--- src/rtl/mf8_alu.sv ---
// mf8 execute stage: combinational 8-bit ALU with registered {H,S,V,N,Z,C} flags,
// plus an 8-cycle shift-add unsigned multiply that writes its product back to R0/R1.
module mf8_alu (
   input  logic       clk_i,
   input  logic       reset_i,
   input  logic       start_i,
   input  logic [3:0] op_i,
   input  logic [7:0] rd_data_i,
   input  logic [7:0] rr_data_i,
   input  logic [7:0] imm_i,
   input  logic       use_imm_i,
   input  logic       wb_en_i,
   output logic [7:0] data_out_o,
   output logic       wr_o,
   output logic       busy_o,
   output logic [1:0] addr_req_o,
   output logic [5:0] flags_o
);

   typedef enum logic [1:0] {S_IDLE, S_MUL, S_WLO, S_WHI} state_t;

   localparam logic [3:0] OP_ADD = 4'd0,  OP_ADC = 4'd1,  OP_SUB = 4'd2,  OP_SBC = 4'd3;
   localparam logic [3:0] OP_AND = 4'd4,  OP_OR  = 4'd5,  OP_EOR = 4'd6,  OP_MOV = 4'd7;
   localparam logic [3:0] OP_COM = 4'd8,  OP_NEG = 4'd9,  OP_INC = 4'd10, OP_DEC = 4'd11;
   localparam logic [3:0] OP_LSR = 4'd12, OP_ROR = 4'd13, OP_ASR = 4'd14, OP_MUL = 4'd15;

   state_t      state_q;
   logic [3:0]  cnt_q;
   logic [15:0] acc_q;
   logic [15:0] acc_d;
   logic [7:0]  mcand_q;
   logic [7:0]  mplier_q;
   logic [5:0]  flags_q;
   logic [5:0]  flags_d;

   logic [7:0]  a;
   logic [7:0]  b;
   logic        cin;
   logic        add_c;
   logic        sub_c;
   logic [7:0]  sub_a;
   logic [7:0]  sub_b;
   logic [8:0]  sum9;
   logic [4:0]  hsum;
   logic [8:0]  diff9;
   logic [4:0]  hdiff;
   logic [7:0]  res;
   logic        h, v, n, z, c;
   logic        accept;

   assign a      = rd_data_i;
   assign b      = use_imm_i ? imm_i : rr_data_i;
   assign cin    = flags_q[0];
   assign accept = start_i && (state_q == S_IDLE);

   // NEG shares the subtractor as 0 - A
   assign add_c = (op_i == OP_ADC) ? cin : 1'b0;
   assign sub_c = (op_i == OP_SBC) ? cin : 1'b0;
   assign sub_a = (op_i == OP_NEG) ? 8'h00 : a;
   assign sub_b = (op_i == OP_NEG) ? a : b;
   assign sum9  = {1'b0, a} + {1'b0, b} + {8'h00, add_c};
   assign hsum  = {1'b0, a[3:0]} + {1'b0, b[3:0]} + {4'h0, add_c};
   assign diff9 = {1'b0, sub_a} - {1'b0, sub_b} - {8'h00, sub_c};
   assign hdiff = {1'b0, sub_a[3:0]} - {1'b0, sub_b[3:0]} - {4'h0, sub_c};

   always_comb begin
      res = 8'h00;
      h   = flags_q[5];
      v   = flags_q[3];
      c   = flags_q[0];
      case (op_i)
         OP_ADD, OP_ADC: begin
            res = sum9[7:0];
            h   = hsum[4];
            c   = sum9[8];
            v   = (a[7] & b[7] & ~res[7]) | (~a[7] & ~b[7] & res[7]);
         end
         OP_SUB, OP_SBC: begin
            res = diff9[7:0];
            h   = hdiff[4];
            c   = diff9[8];
            v   = (a[7] & ~b[7] & ~res[7]) | (~a[7] & b[7] & res[7]);
         end
         OP_NEG: begin
            res = diff9[7:0];
            h   = hdiff[4];
            c   = (res != 8'h00);
            v   = (res == 8'h80);
         end
         OP_AND: begin res = a & b; v = 1'b0; end
         OP_OR:  begin res = a | b; v = 1'b0; end
         OP_EOR: begin res = a ^ b; v = 1'b0; end
         OP_MOV: res = b;
         OP_COM: begin res = ~a; c = 1'b1; v = 1'b0; end
         OP_INC: begin res = a + 8'd1; v = (res == 8'h80); end
         OP_DEC: begin res = a - 8'd1; v = (res == 8'h7F); end
         OP_LSR: begin res = {1'b0, a[7:1]};      c = a[0]; v = res[7] ^ a[0]; end
         OP_ROR: begin res = {flags_q[0], a[7:1]}; c = a[0]; v = res[7] ^ a[0]; end
         OP_ASR: begin res = {a[7], a[7:1]};      c = a[0]; v = res[7] ^ a[0]; end
         default: res = 8'h00;
      endcase
      n = res[7];
      z = (op_i == OP_SBC) ? (flags_q[1] & (res == 8'h00)) : (res == 8'h00);
      flags_d = {h, n ^ v, v, n, z, c};
   end

   assign acc_d = acc_q + (mplier_q[cnt_q[2:0]] ? ({8'h00, mcand_q} << cnt_q[2:0]) : 16'h0000);

   always_ff @(posedge clk_i) begin
      if (reset_i) begin
         state_q  <= S_IDLE;
         cnt_q    <= 4'd0;
         acc_q    <= 16'h0000;
         mcand_q  <= 8'h00;
         mplier_q <= 8'h00;
         flags_q  <= 6'h00;
      end else begin
         case (state_q)
            S_IDLE: begin
               if (accept && op_i == OP_MUL) begin
                  state_q  <= S_MUL;
                  cnt_q    <= 4'd0;
                  acc_q    <= 16'h0000;
                  mcand_q  <= a;
                  mplier_q <= b;
               end else if (accept && op_i != OP_MOV) begin
                  flags_q <= flags_d;
               end
            end
            S_MUL: begin
               acc_q <= acc_d;
               cnt_q <= cnt_q + 4'd1;
               if (cnt_q == 4'd7) state_q <= S_WLO;
            end
            S_WLO: state_q <= S_WHI;
            S_WHI: begin
               flags_q <= {flags_q[5:2], (acc_q == 16'h0000), acc_q[15]};
               state_q <= S_IDLE;
            end
            default: state_q <= S_IDLE;
         endcase
      end
   end

   always_comb begin
      wr_o       = 1'b0;
      data_out_o = res;
      addr_req_o = 2'b00;
      case (state_q)
         S_IDLE: wr_o = accept && wb_en_i && (op_i != OP_MUL);
         S_MUL:  if (cnt_q == 4'd7) addr_req_o = 2'b01;
         S_WLO: begin
            wr_o       = 1'b1;
            data_out_o = acc_q[7:0];
            addr_req_o = 2'b10;
         end
         S_WHI: begin
            wr_o       = 1'b1;
            data_out_o = acc_q[15:8];
         end
         default: wr_o = 1'b0;
      endcase
      if (reset_i) wr_o = 1'b0;
   end

   assign busy_o  = (state_q != S_IDLE);
   assign flags_o = flags_q;

endmodule

--- config.mk ---
export PLATFORM = sky130hd
export DESIGN_NAME = mf8_alu
export DESIGN_NICKNAME = d
export VERILOG_FILES = /design/src/rtl/mf8_alu.sv
export SDC_FILE = /design/constraint.sdc
export NUM_CORES = 1
export LEC_CHECK = 0
export ABC_AREA = 1
export BUFFER_PORTS_ARGS = -buffer_cell sky130_fd_sc_hd__clkbuf_2
export CAP_MARGIN = 20
export CORE_ASPECT_RATIO = 1.25
export CORE_MARGIN = 2
export CORE_UTILIZATION = 55
export CTS_CLUSTER_SIZE = 8
export DETAILED_ROUTE_END_ITERATION = 12
export GPL_TIMING_DRIVEN = 1
export PLACE_DENSITY = 0.75
export SLEW_MARGIN = 20
export SYNTH_ARGS = -nofsm -noshare
export SYNTH_HDL_FRONTEND = slang
export SYNTH_SLANG_ARGS = --single-unit
--- constraint.sdc ---
create_clock -name clk_i -period 8.8 [get_ports clk_i]
set_input_delay 0.44 -clock clk_i [delete_from_list [all_inputs] [get_ports clk_i]]
set_output_delay 0.44 -clock clk_i [all_outputs]
set_load 0.01 [all_outputs]
==> results of run 1 <==
[Yosys cell counts (5+ instances only)]
| cell type | n |
|---|---|
| nor3_1 | 16 |
| nand3b_1 | 7 |
| a211oi_1 | 5 |
| inv_1 | 112 |
| nand2_2 | 9 |
| fa_1 | 5 |
| nand3_1 | 67 |
| nand2_1 | 209 |
| dfxtp_1 | 44 |
| or2_2 | 5 |
| nor2_2 | 5 |
| ha_1 | 53 |
| o22ai_1 | 8 |
| inv_2 | 19 |
| o21ai_0 | 78 |
| a21oi_1 | 76 |
| xnor2_1 | 5 |
| nor2_1 | 85 |
| o21ai_1 | 11 |
| nand4_1 | 8 |
| clkbuf_1 | 15 |
[per-stage QoR]
stage               utilization, %  hold WS, ns  instances  instance area, um2
floorplan                        -        0.430        894                5310
CTS                           61.2        0.468       1060                5820
global route                  61.2        0.497       1060                5820
detailed placement            59.4        0.458       1052                5650
finish                        61.2        0.462       1060                5820
global placement              59.4        0.457       1052                5650
[critical path: cells and delay by family]
kind            cells  cell delay (ns)
compound gates      2             0.47
buf+inv             7             0.62
simple gates       10             1.08
fa+ha+maj           2             0.70
[report_power, final]
part | switching (uW) | internal, uW | total (uW) | leakage [uW]
Combinational | 303 | 148 | 452 | 0.00245
Clock | 88.1 | 135 | 223 | 0.0000804
Sequential | 18.2 | 216 | 235 | 0.000356
Total | 410 | 500 | 909 | 0.00289
[final timing paths]
| kind | to | cells after the start |
|---|---|---|
| max | data_out_o[4] | 21 |
| min | mplier_q[1] | 2 |
| max reg2reg | acc_q[13] | 18 |
| min reg2reg | mplier_q[1] | 2 |
[sequential cells by signal, summed over array words and instances (netlist names)]
signal / count
acc_q: 16
cnt_q: 4
flags_o: 6
mcand_q: 8
mplier_q: 8
state_q: 2
[layout make-up]
class | count | area (um2) | area share [%]
Clock inverter | 3 | 46.3 | 0.795
Clock buffer | 5 | 125 | 2.15
Inverter | 134 | 503 | 8.64
Sequential cell | 44 | 881 | 15.1
Multi-Input combinational cell | 697 | 3850 | 66.2
Tap cell | 126 | 158 | 2.71
Timing Repair Buffer | 51 | 258 | 4.43
[logic make-up (layout without fill, tap and decap cells)]
kind of cell / after synthesis / in the layout
AND/OR/NAND/NOR: 422 / 422
AO/OA/AOI/OAI: 206 / 206
buffers and inverters: 153 / 193
adder cells (fa/ha/maj): 58 / 58
flip-flops: 44 / 44
XOR/XNOR: 9 / 9
multiplexers: 2 / 2
[per-layer routing]
metal | part of all wire [%] | vias to the layer above
met1 | 39 | 2726
li1 | - | 3032
met2 | 50 | 219
met4 | 6.3 | 0
met3 | 5.1 | 66
met5 | 0 | -
==> impl_metrics.json, run 1 <==
{
  "drt_iter0_drc": 418,
  "ys_ff_latch": 44,
  "busiest_layer": "met2",
  "final_common_cell": "nand2_1",
  "dieHeight_um": 114,
  "synthDistinctLibCells": 44,
  "worstHoldStart": "mplier_q[1]",
  "avgViaCountPerCell": 5.70,
  "fp-row-count": 40,
  "synth_top_family_by_area": "simple AND/OR/NAND/NOR gates",
  "yosys_most_used_dff": "dfxtp_1",
  "slowest_stage": "fa_1",
  "cts_tree": "built",
  "critPathLaunchType": "input port",
  "worstMarginPinSlew_ns": 0.849,
  "cts_resized": 0,
  "period_share_pct": 42.7,
  "leakage_uw": 0.00289,
  "cp.required_ns": 8.36,
  "synth_top_area_share_pct": 16.6,
  "path_clk_slew_ns": 0.07,
  "irDropWorstVdd_mv": 0.0896,
  "synth_top_cell_by_area": "dfxtp_1",
  "initial_core_util_pct": 55.9,
  "critPathMaxStageDelay_ns": 0.47,
  "grt_pass1_wl_mm": 28.3,
  "overflow": 0,
  "ys_warn_count": 0,
  "gp_congestion": 1.03,
  "postSynthCellCount": 894,
  "finalHoldViolCount": 0,
  "numPortBuffers": 50,
  "final_nets": 1024,
  "maxSlewHeadroom_pct": 43.2,
  "critPathMostFrequentCell": "nand2_1",
  "area_delta_synth_final_pct": 9.61,
  "cts_buffers": 5,
  "routedWlPerCell_um": 16.6,
  "grt_max_degree": 28,
  "ant_nets": 0,
  "avgSynthCellArea_um2": 5.94,
  "crit_type": "in2out",
  "coreArea_um2": 9510,
  "r2r_slack_ns": 5.21,
  "vias": 6043,
  "synth_xor_xnor_area_share_pct": 1.48,
  "worstPathArrival_ns": 3.32,
  "nFillCells": 1029,
  "grt_util_all_layers_pct": 34.2,
  "synth_compound_area_share_pct": 21.4,
  "cp-startpoint": "op_i[3]",
  "async_flop_share_pct": 0,
  "period_needed_ns": 3.76,
  "rsz0062_at_grt": "false",
  "layout_common_cells": "209 x nand2_1, 112 x inv_1, 85 x nor2_1, 78 x o21ai_0, 76 x a21oi_1",
  "htree_levels": 2,
  "drive_gt1_share_pct": 11.5,
  "fmax_mhz": 266,
  "ys_top_cells_by_area": "dfxtp_1 17%, nand2_1 15%, ha_1 12%, inv_1 7.9%, o21ai_0 7.3%",
  "clock_skew_ns": 0.00638,
  "syn-num-nets": 985,
  "synth_edf_count": 0,
  "antenna_found_initial": 0,
  "critical_path.max_fanout": 25,
  "synth_simple_gate_area_share_pct": 34.9,
  "tns_ns": 0,
  "endpoint_kind": "output port",
  "io_pins": 51,
  "numClockSinks": 44,
  "status": "completed",
  "diodes": 0,
  "cts.path.max_buffers": 2,
  "setup_viol": 0,
  "r2r_start": "cnt_q[0]",
  "yosysSeqAreaShare_pct": 16.6,
  "drv_cap": 0,
  "yosys.area_share.adder_pct": 14.4,
  "post_cts_buffers": 0,
  "grtUsageMet2_pct": 61.3,
  "syn_area_um2": 5310,
  "drv_slew": 0,
  "power_uw": 909,
  "dr.pass1.iters": 5,
  "wirelength_mm": 17.6,
  "die_w_um": 91.9,
  "hp-class": "reg2reg",
  "use_met1_pct": 38.8,
  "insertion_delay_ns": 0.30,
  "drc": 0,
  "path_cells": "clkbuf_2 > inv_2 > nor2_2 > nand2_4 > o21ai_0 > fa_1 > inv_1 > fa_1 > inv_1 > nand2_1 > nand2_1 > nand2_1 > inv_1 > nand2_1 > nand2_1 > inv_1 > nand2_1 > nand3b_1 > nor2_1 > o221ai_1 > clkbuf_2",
  "power_density_nw_per_um2": 156,
  "setup_slack_ns": 5.04,
  "cts_hold_buf": 0,
  "place_ws_ns": 5.10,
  "synthMuxAreaShare_pct": 0.377,
  "dp_hpwl_mm": 14.2,
  "dieArea_um2": 10500,
  "grtUsageMet3_pct": 3.50,
  "grt_pass1_vias": 5725,
  "ctsRootBufferMaster": "clkbuf_16"
}
No activity file was read; power rests on OpenSTA's default activity.
==> run 2: changes to the inputs <==
--- a/config.mk
+++ b/config.mk
@@ -14,7 +14,7 @@
 export CTS_CLUSTER_SIZE = 8
 export DETAILED_ROUTE_END_ITERATION = 12
 export GPL_TIMING_DRIVEN = 1
-export PLACE_DENSITY = 0.75
+export PLACE_DENSITY = 0.78
 export SLEW_MARGIN = 20
 export SYNTH_ARGS = -nofsm -noshare
 export SYNTH_HDL_FRONTEND = slang
==> constraint.sdc (replaced) <==
create_clock -name clk_i -period 3.3 [get_ports clk_i]
set_input_delay 0.165 -clock clk_i [delete_from_list [all_inputs] [get_ports clk_i]]
set_output_delay 0.165 -clock clk_i [all_outputs]
set_load 0.01 [all_outputs]
==> run 2 against run 1 <==
Against the previous run: non-clock buffer count increased by 23; sequential power increased to 2.6 times the previous value; worst hold slack got worse by 0.14 ns; combinational power increased to 2.8 times the previous value; clock-buffer cell count did not move; critical path type is now reg2out; register-to-register slack lost 4.9 ns; core utilization up 2.2 points; largest power group unchanged; die area unchanged; global-route usage is 0.15 points higher; cell count up 2.3%.
==> impl_metrics.json, run 2 (synthesis gave the netlist of run 1 again) <==
{
  "status": "completed",
  "avgViaCountPerCell": 5.73,
  "hp-class": "in2reg",
  "routedWlPerCell_um": 16.5,
  "cts_tree": "built",
  "htree_levels": 2,
  "dieHeight_um": 114,
  "reg.largest.list": "acc_q x16, mcand_q x8, mplier_q x8",
  "drt_iter0_drc": 383,
  "diodes": 0,
  "critPathLaunchType": "register",
  "setup_viol": 0,
  "whs_ns": 0.324,
  "clock_skew_ns": 0.00507,
  "power_density_nw_per_um2": 409,
  "grt_pass1_wl_mm": 28.5,
  "die_w_um": 91.9,
  "use_met1_pct": 37.1,
  "dr.pass1.iters": 5,
  "regMostFlops": "acc_q",
  "final_common_cell": "nand2_1",
  "ant_nets": 0,
  "drc": 0,
  "numClockSinks": 44,
  "fmax_mhz": 318,
  "drive_gt1_share_pct": 14.2,
  "fp-row-count": 40,
  "initial_core_util_pct": 55.9,
  "final_nets": 1048,
  "drv_slew": 0,
  "insertion_delay_ns": 0.30,
  "grt_util_all_layers_pct": 34.4,
  "ctsRootBufferMaster": "clkbuf_16",
  "path_clk_slew_ns": 0.07,
  "antenna_found_initial": 0,
  "dp_hpwl_mm": 14.4,
  "drv_cap": 0,
  "cts_buffers": 5,
  "place_ws_ns": 0.127,
  "cts.path.max_buffers": 2,
  "vias": 6214,
  "busiest_layer": "met2",
  "numPortBuffers": 50,
  "io_pins": 51,
  "area_delta_synth_final_pct": 13.5,
  "coreArea_um2": 9510,
  "crit_type": "reg2out",
  "grt_max_degree": 27,
  "largest_reg_flops": 16,
  "period_needed_ns": 3.15,
  "period_share_pct": 95.4,
  "gp_congestion": 1.09,
  "setup_slack_ns": 0.151,
  "dieArea_um2": 10500,
  "worstMarginPinSlew_ns": 0.554,
  "leakage_uw": 0.00301,
  "endpoint_kind": "output port",
  "irDropWorstVdd_mv": 0.179,
  "grtUsageMet3_pct": 4.76,
  "worstPathArrival_ns": 2.98,
  "finalHoldViolCount": 0,
  "overflow": 0,
  "cp.required_ns": 3.13,
  "maxSlewHeadroom_pct": 63.0,
  "wirelength_mm": 17.8,
  "layout_common_cells": "208 x nand2_1, 112 x inv_1, 84 x nor2_1, 75 x o21ai_0, 75 x a21oi_1",
  "grt_pass1_vias": 5944,
  "grtUsageMet2_pct": 62.6,
  "fin_util_pct": 63.4,
  "critical_path.max_fanout": 5
}
-- run 2: changes by cell type in the layout (fill, tap and decap cells not counted), sizes merged --
| cell | previous run | this run |
|---|---|---|
| clkinv | 3 | 2 |
| clkinvlp | 1 | 2 |
| buf | 1 | 24 |
| nand2 | 219 | 220 |
-- run 2: final timing paths --
check / start / endpoint / slack [ns] / cells after the start
setup reg to reg: cnt_q[0] / acc_q[13] / 0.31 / 19
setup / recovery: flags_o[0] / data_out_o[6] / 0.15 / 16
hold / removal: reset_i / flags_o[3] / 0.32 / 3
hold reg to reg: mplier_q[5] / mplier_q[5] / 0.47 / 2
-- run 2: critical path: stages (launching register included) --
cell	delay (ns)
dfxtp_1	0.36
inv_1	0.17
nor3_2	0.10
fa_1	0.42
fa_1	0.43
nand3_1	0.13
nand2_1	0.14
nand2_1	0.11
nand2_1	0.06
nand2_1	0.08
nand2_1	0.05
nand2_1	0.07
nand3_1	0.08
nand3_1	0.13
nand2_1	0.07
o221ai_1	0.11
clkbuf_2	0.17
-- run 2: layout make-up --
cell class / instances / area [um2]
Fill cell: 975 / 3480
Sequential cell: 44 / 881
Multi-Input combinational cell: 698 / 3880
Timing Repair Buffer: 74 / 434
Clock inverter: 3 / 46.3
Clock buffer: 5 / 125
Inverter: 134 / 507
Tap cell: 126 / 158
-- run 2: power breakdown --
part,switching [uW],internal (uW),total [uW]
Clock,227,360,587
Sequential,39.9,577,617
Combinational,842,423,1260
Total,1110,1360,2470
-- run 2: routing by layer --
layer | vias to the layer above | part of all wire (%)
li1 | 3095 | -
met1 | 2794 | 38
met2 | 245 | 50
met3 | 80 | 5.7
met4 | 0 | 6.4
met5 | - | 0
-- run 2: timing repair --
item,CTS,global route
resized for setup,0,10
endpoints found under the setup margin,0,8
setup buffers,0,2
hold buffers,0,0
-- run 2: per-stage QoR --
stage | TNS (ns) | std cells | cell area (um2) | power (uW)
6_report | 0 | 1084 | 6030 | 2470
5_1_grt | -0.00963 | 1084 | 6030 | 2630
4_1_cts | 0 | 1081 | 5980 | 2430
3_5_place_dp | 0 | 1073 | 5810 | 1840
3_3_place_gp | 0 | 1073 | 5810 | 1830
2_1_floorplan | 0 | 894 | 5310 | 1460
